--- src/rtl/msg_serializer_if.sv ---
// Parsed-message types shared with the parser, plus the serializer's message/byte handshake bundle.
// Both links are valid/ready: a word moves on any cycle where valid && ready, and valid holds until it does.
package parser_defs;
    typedef struct packed {
        logic [7:0]  msg_type;
        logic [7:0]  stock_id;
        logic [31:0] order_id;
        logic [31:0] price;
        logic [31:0] quantity;
        logic [15:0] padding;
    } parsed_msg_t;

    localparam logic [7:0] MSG_DELETE = 8'h44;
endpackage

interface msg_serializer_if;
    logic                    msg_valid;
    logic                    msg_ready;
    parser_defs::parsed_msg_t msg_in;
    logic [7:0]              byte_out;
    logic                    byte_valid;
    logic                    byte_ready;
    logic                    msg_sent;

    modport master (
        output msg_valid, msg_in, byte_ready,
        input  msg_ready, byte_out, byte_valid, msg_sent
    );

    modport slave (
        input  msg_valid, msg_in, byte_ready,
        output msg_ready, byte_out, byte_valid, msg_sent
    );
endinterface

--- src/rtl/msg_serializer.sv ---
// Serializes one parsed message into a big-endian byte stream followed by a 8'h00 separator.
// Optional MSG_CHECKSUM_EN: padding bytes 14-15 carry the 16-bit sum of bytes 0-13.
module msg_serializer (
    input  logic              clk,
    input  logic              reset,
    msg_serializer_if.slave   bus,
    output logic [1:0]        dbg_state
);
    typedef enum logic [1:0] {
        IDLE = 2'd0,
        SEND = 2'd1,
        SEP  = 2'd2
    } state_t;

    // Must match parser_defs::MSG_DELETE.
    localparam logic [7:0] MSG_DELETE = 8'h44;

    state_t        state, state_nxt;
    logic [127:0]  hold_q;
    logic [3:0]    cnt_q;
    logic [3:0]    last_idx_q;
    logic [127:0]  msg_vec;
    logic [127:0]  hold_shift;
    logic [15:0]   pad;
    logic          accept;
    logic          send_xfer;
    logic          unused_pad_in;

    assign msg_vec       = bus.msg_in;
    assign unused_pad_in = ^msg_vec[15:0];
    assign dbg_state     = state;
    assign accept        = (state == IDLE) && bus.msg_valid;
    assign send_xfer     = (state == SEND) && bus.byte_ready;
    assign hold_shift    = hold_q << {cnt_q, 3'b000};

`ifdef MSG_CHECKSUM_EN
    always_comb begin
        pad = 16'h0000;
        for (int i = 0; i < 14; i++) begin
            pad = pad + {8'h00, msg_vec[127 - 8*i -: 8]};
        end
    end
`else
    assign pad = 16'h0000;
`endif

    always_ff @(posedge clk or posedge reset) begin
        if (reset) begin
            state <= IDLE;
        end else begin
            state <= state_nxt;
        end
    end

    always_comb begin
        state_nxt      = state;
        bus.msg_ready  = 1'b0;
        bus.byte_valid = 1'b0;
        bus.byte_out   = 8'h00;
        bus.msg_sent   = 1'b0;
        case (state)
            IDLE: begin
                bus.msg_ready = 1'b1;
                if (bus.msg_valid) begin
                    state_nxt = SEND;
                end
            end
            SEND: begin
                bus.byte_valid = 1'b1;
                bus.byte_out   = hold_shift[127:120];
                if (bus.byte_ready && (cnt_q == last_idx_q)) begin
                    bus.msg_sent = 1'b1;
                    state_nxt    = SEP;
                end
            end
            SEP: begin
                bus.byte_valid = 1'b1;
                if (bus.byte_ready) begin
                    state_nxt = IDLE;
                end
            end
            default: state_nxt = IDLE;
        endcase
    end

    // The counter stops at last_idx instead of wrapping; SEP takes over from there.
    always_ff @(posedge clk or posedge reset) begin
        if (reset) begin
            hold_q     <= '0;
            cnt_q      <= '0;
            last_idx_q <= '0;
        end else if (accept) begin
            hold_q     <= {msg_vec[127:16], pad};
            cnt_q      <= '0;
            last_idx_q <= (msg_vec[127:120] == MSG_DELETE) ? 4'd5 : 4'd15;
        end else if (send_xfer && (cnt_q != last_idx_q)) begin
            cnt_q <= cnt_q + 4'd1;
        end
    end
endmodule

--- src/flat_wrapper.sv ---
// flat-port wrapper written by rule: the top's interface ports become plain ports
module msg_serializer_flat 
  (clk, reset, dbg_state, bus_msg_valid, bus_msg_in, bus_byte_ready, bus_msg_ready, bus_byte_out, bus_byte_valid, bus_msg_sent);
  msg_serializer_if bus_i ();
  input  logic clk;
  input  logic reset;
  output logic [1:0] dbg_state;
  input wire logic [$bits(bus_i.msg_valid)-1:0] bus_msg_valid;
  input wire logic [$bits(bus_i.msg_in)-1:0] bus_msg_in;
  input wire logic [$bits(bus_i.byte_ready)-1:0] bus_byte_ready;
  output wire logic [$bits(bus_i.msg_ready)-1:0] bus_msg_ready;
  output wire logic [$bits(bus_i.byte_out)-1:0] bus_byte_out;
  output wire logic [$bits(bus_i.byte_valid)-1:0] bus_byte_valid;
  output wire logic [$bits(bus_i.msg_sent)-1:0] bus_msg_sent;
  assign bus_i.msg_valid = bus_msg_valid;
  assign bus_i.msg_in = bus_msg_in;
  assign bus_i.byte_ready = bus_byte_ready;
  assign bus_msg_ready = bus_i.msg_ready;
  assign bus_byte_out = bus_i.byte_out;
  assign bus_byte_valid = bus_i.byte_valid;
  assign bus_msg_sent = bus_i.msg_sent;
  msg_serializer u_core (.clk(clk), .reset(reset), .bus(bus_i), .dbg_state(dbg_state));
endmodule
--- config.mk ---
export PLATFORM = sky130hd
export DESIGN_NAME = msg_serializer_flat
export DESIGN_NICKNAME = d
export VERILOG_FILES = /design/src/rtl/msg_serializer_if.sv /design/src/rtl/msg_serializer.sv /design/src/flat_wrapper.sv
export SDC_FILE = /design/constraint.sdc
export NUM_CORES = 1
export LEC_CHECK = 0
export ABC_AREA = 1
export BUFFER_PORTS_ARGS = -buffer_cell sky130_fd_sc_hd__buf_2
export CORE_ASPECT_RATIO = 0.75
export CORE_MARGIN = 2
export CORE_UTILIZATION = 53
export DETAILED_ROUTE_END_ITERATION = 10
export PLACE_DENSITY_LB_ADDON = 0.05
export SLEW_MARGIN = 20
export SYNTH_ARGS = -nofsm -noshare
export SYNTH_HDL_FRONTEND = slang
export SYNTH_SLANG_ARGS = --single-unit
--- constraint.sdc ---
create_clock -name clk -period 6.7 [get_ports clk]
set_clock_uncertainty 0.15 [all_clocks]
set_input_delay 0.335 -clock clk [delete_from_list [all_inputs] [get_ports clk]]
set_output_delay 0.335 -clock clk [all_outputs]
set_load 0.03 [all_outputs]
==> metrics.cfg <==
[run_status]
outcome=finished, violations left
violations=hold timing

[layout]
area_delta_synth_final_pct=37.5
final_cells=1183
drive_above_1_share=0.166
multiInputGateArea_um2=2490
mostFrequentLayoutCells=437 x nand2_1, 128 x buf_2, 119 x dfrtp_1
fillerInstances=847
antenna_cells=0
regArea_um2=3000
fin_area_um2=8150
layout_commonest_cell=nand2_1
finalNetCount=1168

[timing]
fin_crit_sh=0.532
worst-slew-pin-transition_ns=0.974
period_minus_slack_ns=3.56
finalSetupViolations=0
hold_viol=1
fmax_mhz=281
holdWs_ns=-0.00123
relSlewSlack=0.351
slew_violations=0
tns_ns=0
rsz0062_at_grt=no

[place]
numPortBuffers=128
gp_congestion=0.864
placedCellCount=1050
place_hpwl_um=9620
dpl_cell_area_um2=6550

[yosys]
syn-instance-count=824
synthesis.nets=962
ys_types=23
syn_area_per_cell_um2=7.20
yosys_warnings=0
yosysSeqAreaShare=0.506
synth_area_um2=5930
synth_seq_cells=120

[floorplanning]
start_util=0.544
die_w_um=126
dieArea_um2=12100
io_pins=145
die_h_um=95.6
fp-row-count=33
coreArea_um2=10900

[routing]
drt-total-wl_um=16700
drt_first_pass_iters=5
ant_nets=0
drc=0
first_iter_violations=645
routedWlPerCell_um=14.1
via_per_inst=5.04
vias=5961

[critical_path]
crit_slowest_cell=dfrtp_2
critPathBufInv=3
critPathKind=flip-flop to output port
crit_required_ns=6.21
path_cells=buf_4 > inv_2 > nand2_1 > nand3_1 > nand2_1 > nand2_1 > nand2_1 > nand2_1 > nor2_1 > buf_2
cp-end-kind=output port
slowest_delay_ns=0.76
start_kind=flip-flop
critPathArrivalTime_ns=3.08
cpLargestDelayFamily=buffers and inverters
crit_top_cell=nand2_1
crit_path_max_fanout=45

[power]
leakage_uw=0.00443
power_density_nw_per_um2=427
peakVddDrop_v=0.000259
power_uw=3490

[clock_network]
clkTransAtPathRegs_ns=0.05
holdBufCountCts=100
ctsResizeCount=0
cts-htree-levels=4
clock_path_buffers=2
insertion_delay_ns=0.41
cts_setup_buffers=0
cts_tree=yes
cts_root_buf=clkbuf_16
cts_buffers=17
clock-sinks=120

[global_routing]
grt_first_pass_wirelength_um=26900
gr-total-overflow=0
grt_usage=0.285
grt_pass1_vias=5684
grt_max_degree=145
antenna_found_initial=0

[hold_path]
min_path_type=input port to flip-flop

[flow_run]
max_cap_viol_count=0

kinds of logic after synthesis:
kind of cell,share of synthesized area
simple gates,0.347
xor+xnor,0.00295
flops,0.506
buf+inv,0.0739
fa+ha+maj,0.0127
compound gates,0.0570
cell usage after synthesis:
| cell type | count | share of area |
|---|---|---|
| nand2_1 | 438 | 0.28 |
| xor2_1 | 2 | 0.0030 |
| o21ai_0 | 40 | 0.034 |
| buf_2 | 20 | 0.017 |
| clkinv_1 | 1 | 0.00063 |
| buf_1 | 6 | 0.0038 |
| a31oi_1 | 1 | 0.0011 |
| buf_4 | 5 | 0.0063 |
| nand2_2 | 1 | 0.0011 |
| clkbuf_1 | 13 | 0.0082 |
| o21ai_1 | 8 | 0.0068 |
| ha_1 | 6 | 0.013 |
| nand3_1 | 54 | 0.046 |
| nor4_1 | 1 | 0.0011 |
| nor2_1 | 32 | 0.020 |
| nor2_2 | 1 | 0.0011 |
| o22ai_1 | 1 | 0.0011 |
| inv_2 | 4 | 0.0025 |
| a21oi_1 | 17 | 0.014 |
| buf_6 | 2 | 0.0038 |
| dfrtp_1 | 120 | 0.51 |
| inv_1 | 50 | 0.032 |
| nor3_1 | 1 | 0.00084 |
where the power goes:
part           internal [µW]  switching, µW
clock network            558            350
registers               1060            208
logic                    447            860
total                   2070           1420
routing by layer:
metal | share of wire | vias to the layer above | track usage
li1 | - | 2937 | -
met1 | 0.46 | 2775 | 0.402
met2 | 0.46 | 223 | 0.442
met3 | 0.064 | 26 | 0.0701
met4 | 0.017 | 0 | 0.0824
met5 | 0 | - | 0
layout make-up:
| class | count | area share |
|---|---|---|
| flip-flops and latches | 120 | 0.368 |
| multi-input cells | 603 | 0.306 |
| repair buffers | 233 | 0.206 |
| clock buffers | 18 | 0.0539 |
| inverters | 55 | 0.0262 |
| well taps | 140 | 0.0215 |
| clock inverters | 14 | 0.0183 |
worst reg2reg max path, stage by stage (launching register included):
cell     delay [ns]
dfrtp_1        0.42
inv_1          0.11
ha_1           0.24
nand2_2        0.07
buf_4          0.71
inv_6          0.59
nand2_1        0.25
o21ai_0        0.10
worst paths after layout:
check	startpoint	slack, ns	end	cells past startpoint
setup / recovery	u_core.cnt_q[0]	3.14	bus_byte_out[1]	10
hold / removal	bus_msg_in[53]	-0.001	u_core.hold_q[53]	3
setup reg to reg	u_core.dbg_state[0]	3.92	u_core.hold_q[45]	7
hold reg to reg	u_core.hold_q[127]	0.33	u_core.hold_q[127]	2
max in group asynchronous	reset	4.57	u_core.cnt_q[0]	4
min in group asynchronous	reset	0.36	u_core.hold_q[52]	3
sequential cells by signal, indices dropped and copies added, names as in the netlist:
signal             flops
u_core.dbg_state       2
u_core.hold_q        112
u_core.last_idx_q      2
u_core.cnt_q           4
stage by stage:
step,hold WS [ns],setup slack (ns),util
5_1_grt,0.00692,2.93,0.748
2_1_floorplan,0.295,3.03,-
3_3_place_gp,0.274,3.64,0.601
4_1_cts,0.000853,3.18,0.747
6_report,-0.00123,3.14,0.748
3_5_place_dp,0.287,3.62,0.601
No activity file was read; power rests on OpenSTA's default activity.
